### src/rtl/mem_arb_pkg.sv
// Shared memory-arbiter definitions.
// Default RAM geometry and the arbiter state encoding.
package mem_arb_pkg;

  localparam int DEF_AW = 10;
  localparam int DEF_DW = 32;

  typedef enum logic [1:0] {
    IDLE,
    ISSUE,
    ACK
  } arb_state_t;

endpackage

### src/rtl/rr_pick2.sv
// Two-way round-robin pick.
// With both requesting, the port that did not win last time wins.
module rr_pick2 (
  input  logic req0,
  input  logic req1,
  input  logic last,
  output logic valid,
  output logic gnt
);

  // a lone requester wins; a tie goes to the port other than last
  always_comb begin
    valid = req0 | req1;
    gnt   = 1'b0;
    if (req0 && req1) begin
      gnt = ~last;
    end else if (req1) begin
      gnt = 1'b1;
    end
  end

endmodule

### src/rtl/ram_arbiter.sv
// Two-port arbiter in front of the single-port data RAM.
// One access per three cycles: sample, RAM access, ack.
module ram_arbiter
  import mem_arb_pkg::*;
#(
  parameter int AW = DEF_AW,
  parameter int DW = DEF_DW
) (
  input  logic          clk,
  input  logic          rst,
  input  logic          req0,
  input  logic          we0,
  input  logic [AW-1:0] addr0,
  input  logic [DW-1:0] wdata0,
  output logic          ack0,
  output logic [DW-1:0] rdata0,
  input  logic          req1,
  input  logic          we1,
  input  logic [AW-1:0] addr1,
  input  logic [DW-1:0] wdata1,
  output logic          ack1,
  output logic [DW-1:0] rdata1,
  output logic [AW-1:0] ram_addr,
  output logic [DW-1:0] ram_din,
  output logic          ram_str,
  output logic          ram_ld,
  input  logic [DW-1:0] ram_dout,
  output logic          busy
);

  arb_state_t    state_q, state_d;
  logic          gnt_q, gnt_d;
  logic          last_q, last_d;
  logic [AW-1:0] addr_q, addr_d;
  logic [DW-1:0] din_q, din_d;
  logic          str_q, str_d;
  logic          ld_q, ld_d;
  logic          ack0_q, ack0_d;
  logic          ack1_q, ack1_d;
  logic          busy_q, busy_d;

  logic          pick_valid;
  logic          pick_gnt;
  logic          sel_we;

  rr_pick2 u_pick (
    .req0  (req0),
    .req1  (req1),
    .last  (last_q),
    .valid (pick_valid),
    .gnt   (pick_gnt)
  );

  assign sel_we = pick_gnt ? we1 : we0;

  // next state and next register values for the arbiter
  always_comb begin
    state_d = state_q;
    gnt_d   = gnt_q;
    last_d  = last_q;
    addr_d  = addr_q;
    din_d   = din_q;
    str_d   = str_q;
    ld_d    = ld_q;
    ack0_d  = 1'b0;
    ack1_d  = 1'b0;
    busy_d  = busy_q;
    unique case (state_q)
      IDLE: begin
        if (pick_valid) begin
          gnt_d   = pick_gnt;
          last_d  = pick_gnt;
          addr_d  = pick_gnt ? addr1 : addr0;
          din_d   = pick_gnt ? wdata1 : wdata0;
          str_d   = sel_we;
          ld_d    = ~sel_we;
          busy_d  = 1'b1;
          state_d = ISSUE;
        end
      end
      ISSUE: begin
        str_d   = 1'b0;
        ld_d    = 1'b0;
        ack0_d  = ~gnt_q;
        ack1_d  = gnt_q;
        busy_d  = 1'b1;
        state_d = ACK;
      end
      ACK: begin
        busy_d  = 1'b0;
        state_d = IDLE;
      end
      default: begin
        str_d   = 1'b0;
        ld_d    = 1'b0;
        busy_d  = 1'b0;
        state_d = IDLE;
      end
    endcase
  end

  // state and output registers; reset favours port 0 on the first tie
  always_ff @(posedge clk) begin
    if (rst) begin
      state_q <= IDLE;
      gnt_q   <= 1'b0;
      last_q  <= 1'b1;
      addr_q  <= '0;
      din_q   <= '0;
      str_q   <= 1'b0;
      ld_q    <= 1'b0;
      ack0_q  <= 1'b0;
      ack1_q  <= 1'b0;
      busy_q  <= 1'b0;
    end else begin
      state_q <= state_d;
      gnt_q   <= gnt_d;
      last_q  <= last_d;
      addr_q  <= addr_d;
      din_q   <= din_d;
      str_q   <= str_d;
      ld_q    <= ld_d;
      ack0_q  <= ack0_d;
      ack1_q  <= ack1_d;
      busy_q  <= busy_d;
    end
  end

  assign ram_addr = addr_q;
  assign ram_din  = din_q;
  assign ram_str  = str_q;
  assign ram_ld   = ld_q;
  assign ack0     = ack0_q;
  assign ack1     = ack1_q;
  assign busy     = busy_q;
  assign rdata0   = ram_dout;
  assign rdata1   = ram_dout;

endmodule

### config.mk
export PLATFORM = sky130hd
export DESIGN_NAME = ram_arbiter
export DESIGN_NICKNAME = d
export VERILOG_FILES = /design/src/rtl/mem_arb_pkg.sv /design/src/rtl/rr_pick2.sv /design/src/rtl/ram_arbiter.sv
export SDC_FILE = /design/constraint.sdc
export NUM_CORES = 1
export LEC_CHECK = 0
export CAP_MARGIN = 40
export CORE_MARGIN = 5
export CORE_UTILIZATION = 32
export CTS_BUF_LIST = sky130_fd_sc_hd__clkbuf_4 sky130_fd_sc_hd__clkbuf_8
export DETAILED_ROUTE_END_ITERATION = 6
export PLACE_DENSITY_LB_ADDON = 0.05
export SLEW_MARGIN = 25
export SYNTH_ARGS = -nofsm -noshare
export SYNTH_HDL_FRONTEND = slang
export SYNTH_SLANG_ARGS = --single-unit
### constraint.sdc
create_clock -name clk -period 1.1 [get_ports clk]
set_input_delay 0.165 -clock clk [delete_from_list [all_inputs] [get_ports clk]]
set_output_delay 0.165 -clock clk [all_outputs]
set_load 0.03 [all_outputs]
== Word-level counts from Yosys, hierarchy flattened ==
Cells that the tools add are included.

* Register bits after elaboration: 51
* Bits of input ports: 122
* Output and inout port bits: 111
* Word-level logic and storage cells: 37

* Equal/unequal tests: 3
* Multiplexer cells: 13
* Bitwise gates (word level): 6
* Reduce and logical (&&, ||, !) cells: 5

{| class="wikitable"
|+ Operators by type and width
! kind !! number
|-
| two-way mux 32 bit || 1
|-
| two-way mux 10 bit || 1
|-
| two-way mux 1 bit || 6
|-
| one-hot mux 1 bit (2 select lines) || 3
|-
| inverter 1 bit || 5
|-
| one-hot mux 2 bit (2 select lines) || 1
|-
| AND reduction 2 bit || 2
|-
| == test 2 x 1 -> 1 bit, second input constant || 1
|-
| == test 2 bit, second input constant || 1
|-
| zero test 2 bit || 1
|-
| two-way mux 2 bit || 1
|-
| != test 2 bit, second input constant || 1
|-
| OR reduction 2 bit || 1
|-
| logical AND 1 bit || 1
|-
| bitwise OR 1 bit || 1
|}

== Depth between registers and ports, before layout ==
* Word-level depth: 6
* Depth in mapped cells: 5
* Gate-level depth less buffers: 3

== By module ==
A second synthesis with hierarchy kept.

* Cell total of the unflattened synthesis: 237
* Area total of the unflattened synthesis: 2549.9 µm²

{| class="wikitable"
|+ By module, submodules not included
! module !! instances !! cells each !! area each (µm²) !! sequential area each (µm²)
|-
| ram_arbiter || 1 || 235 || 2536.2 || 1021.0
|-
| rr_pick2 || 1 || 2 || 13.8 || 0.0
|}

== Least setup slack after synthesis ==
No wires, ideal clock.

* Path kind: register to register
* Start: register state_q[1]
* End: register din_q[10] (netlist: ram_din[10])
* Library setup time: 0.089 ns
* Arrival: 1.106 ns
* Data required time: 1.011 ns
* Slack: -0.095 ns
* Stages on the path, launching flop included: 6
* Buffers on the path: 2
* Clock period less this slack: 1.195 ns
* Cell sequence: dfxtp_1 -> buf_2 -> nor2_4 -> buf_2 -> a21oi_1 -> a311oi_2

* Longest elaborated chain between the ends: 2

{| class="wikitable"
|+ Ends and longest elaborated chain
! item !! RTL line !! text
|-
| from (decl) || ram_arbiter.sv:31 || <nowiki>arb_state_t state_q, state_d;</nowiki>
|-
| from (signal assigned) || ram_arbiter.sv:116 || <nowiki>state_q <= state_d;</nowiki>
|-
| zero test 2 bit || ram_arbiter.sv:68 || <nowiki>unique case (state_q)</nowiki>
|-
| AND reduction 2 bit (no source line) || -- ||
|-
| to (signal assigned) || ram_arbiter.sv:120 || <nowiki>din_q <= din_d;</nowiki>
|-
| to (decl) || ram_arbiter.sv:35 || <nowiki>logic [DW-1:0] din_q, din_d;</nowiki>
|}

Every way passes these cells.
A chain may end at the register's enable or synchronous reset.

== Worst setup path in the final report ==
* Start: register state_q[1]
* End: register din_q[4] (netlist: ram_din[4])

The elaborated chain is that of the path after synthesis.

==> key figures <==
Clock network
  • Clk buf depth: 2
  • TritonCTS Buffers: 5
  • H-tree Lvls: 2
  • Clk sink count: 51
  • Root Driver: clkbuf_8
  • Clock-pin slew on the worst setup and hold paths: 0.10 ns
  • CTS tree: built
  • Clk_lat worst skew: 0.31 ns
  • CTS Hold Bufs: 0

Yosys
  • Multiplexer share of the synthesized area: 0
  • Cell taking the most area after synthesis: dfxtp_1
  • Syn Std Cell Area: 3110 um^2
  • Post-Synth XOR/XNOR Area: 0
  • Largest family of logic cells by synthesized area: compound AO/OA/AOI/OAI gates
  • Syn nets: 461
  • Post-synth EDFFs: 0
  • Synth area leaders: dfxtp_1, a311oi_2, buf_4
  • Synth top area share: 0.329
  • Sequential area share after synthesis: 0.329
  • Post-synthesis async set-or-reset flop share: 0
  • Number of library cell types mapped by synthesis: 30
  • Flops & latches, synth: 51
  • Yosys warnings: 0
  • Mapped Cells: 339
  • Simple-Gate Fraction of Synth Area: 0.132
  • Commonest register cell after synthesis: dfxtp_1
  • Compound-Gate Fraction of Synth Area: 0.299
  • Syn avg cell area: 9.16 um^2
  • Post-synthesis adder-cell area fraction: 0

Drt
  • WL final: 10300 um
  • DR pass1 iterations: 4
  • DR WL/cell: 18.2 um
  • Vias after detailed routing: 2701
  • Vias per cell: 4.80
  • Iter 0 DRT Violations: 92
  • DRC: 0
  • Antenna-violating nets left: 0

STA
  • Final Cycle Share: 1.13
  • Final worst setup slack: -0.144 ns
  • Hold Vio Cnt, Final: 0
  • Unrepaired setup endpoints after global routing: true
  • Max Clock Freq: 0.804 GHz
  • Measured slew at the worst slew-check pin: 0.389 ns
  • Final Max Tran Viols: 0
  • Final TNS setup: -4.33 ns
  • Max-slew headroom at the worst pin: 0.740
  • Final min period: 1.24 ns
  • Setup Skew: 0.0113 ns
  • Setup-failing EPs final: 45

Worst setup path
  • R2r worst-path depth: 5
  • Critical path required time: 1.32 ns
  • Worst Path Arrival: 1.46 ns
  • Reg2reg end: ram_din[4]
  • R2R Path Start: state_q[1]
  • Reg2reg setup slack: -0.14 ns
  • Crit Path Max Fanout: 7
  • Critical Setup Path Class: reg -> reg
  • Startpoint Class: register
  • CP Capture Type: register

Hold path
  • Hold crit path type: in -> reg
  • Worst hold path depth: 2
  • Hold Startpoint: rst
  • WHS Endpoint: state_q[0]

Die
  • Starting Density: 0.322
  • Die width: 109 um
  • DIE AREA: 11800 um^2
  • Core area: 9640 um^2
  • I/O pin count: 233
  • Die H: 109 um
  • Site Rows: 36

Place
  • Port Buffers: 136
  • HPWL after DPL: 6610 um
  • Gpl congestion: 0.721
  • Area of placed instances: 4010 um^2

Layout
  • Nets: 551
  • Fill cells: 973
  • Area growth, synth to finish: 45.8%
  • Layout cells sized above 1: 0.370
  • Antenna Cells: 0
  • Multi-input logic area: 1420 um^2
  • Post-route cell area: 4530 um^2
  • Reg area: 1030 um^2

Run status
  • Failing checks: negative setup slack
  • Run status: complete, but fails checks

Power
  • Design Power: 5.76 mW
  • Pwr per Cell Area: 1270 nW/um^2
  • Maximum VDD drop: 0.000567 V
  • Leak: 1.80 nW

Global routing
  • GRT Util Overall: 0.170
  • Largest net degree at the start of global routing: 28
  • Global-route wire length before repair: 15700 um
  • Gr ovfl total: 0
  • Vias in the first global route: 2925
  • Antenna violations before repair: 0

Run
  • # Max-Cap Violations: 0
## critical path, cell delays in order (launching register included)
cell	delay, ns
dfxtp_4	0.38
nor2_4	0.19
buf_12	0.16
buf_12	0.13
a21oi_1	0.08
a311oi_2	0.23
## layout make-up
cell class	instances	share of cell area
Clock buffer	7	0.0185
Clock inverter	1	0.00110
Inverter	1	0.000828
Multi-Input combinational cell	194	0.312
Sequential cell	51	0.227
Tap cell	133	0.0367
Timing Repair Buffer	176	0.403
## worst max-delay path by stage
stage | depth (start not counted) | slack [ns] | start | endpoint
finish | 5 | -0.14 | state_q[1] | ram_din[4]
global route | 5 | -0.19 | state_q[1] | ram_din[4]
CTS | 5 | -0.14 | state_q[0] | ram_addr[5]
detailed placement | 5 | -0.59 | req1 | ram_din[17]
global placement | 5 | -0.57 | req1 | ram_addr[8]
floorplan | 4 | -0.07 | state_q[0] | ram_addr[0]
## per-stage QoR
step	hold slack [ns]	instances	utilization	setup WS, ns
after floorplan	0.325	339	-	-0.0659
after global placement	0.330	536	0.416	-0.571
after detailed placement	0.330	536	0.416	-0.590
after CTS	0.129	560	0.456	-0.138
after global routing	0.148	563	0.470	-0.185
final	0.161	563	0.470	-0.144
## per-layer routing
| layer | share of wire | wire (um) | vias to the layer above | GRT usage |
|---|---|---|---|---|
| met4 | 0.014 | 142 | 0 | 0.0460 |
| met5 | 0 | 0 | - | 0 |
| met3 | 0.091 | 933 | 15 | 0.0585 |
| met2 | 0.49 | 5060 | 115 | 0.293 |
| met1 | 0.40 | 4120 | 1266 | 0.201 |
| li1 | - | - | 1305 | - |
## flip-flops by register name, indices dropped and copies added (netlist names)
register  count
ram_din      32
ram_addr     10
state_q       2
ack0          1
ack1          1
busy          1
gnt_q         1
last_q        1
ram_ld        1
ram_str       1
## cells by family (layout without fill, tap and decap cells)
group	after synthesis	in the layout
buffers and inverters	94	185
DFF	51	51
AOI/OAI and AO/OA	95	95
and+or+nand+nor	99	99
## synthesized netlist by cell type, types with 2 or more instances
library cell  number
a21oi_1           43
and2_1             2
clkbuf_1           3
a311oi_2          40
nor2b_1            2
buf_2              7
clkbuf_8           4
dfxtp_1           51
nor2_1             3
a311oi_1           2
nand2_1           87
buf_4             64
buf_6             14
## power breakdown
group | internal [mW] | switching, mW | leakage (nW)
Clock | 0.499 | 0.637 | 0.0491
Combinational | 1.22 | 1.22 | 1.32
Sequential | 2.05 | 0.129 | 0.424
## placed cells by master, fill, tap and decap left out, drive strengths merged, types with 2 or more instances in the layout
cell type,count
clkdlybuf4s50,86
nand2,87
and2,2
a311oi,42
clkbuf,10
buf,85
nor2b,2
dfxtp,51
nor2,4
dlygate4sd2,2
a21oi,43
a21boi,2
## repair_timing
action / CTS / global route
gates cloned: 6 / 3
resized for setup: 28 / 15
pin swaps: 6 / 26
setup endpoints to repair: 48 / 47
setup buffers: 10 / 0
Power figures use the tool's default switching activity.
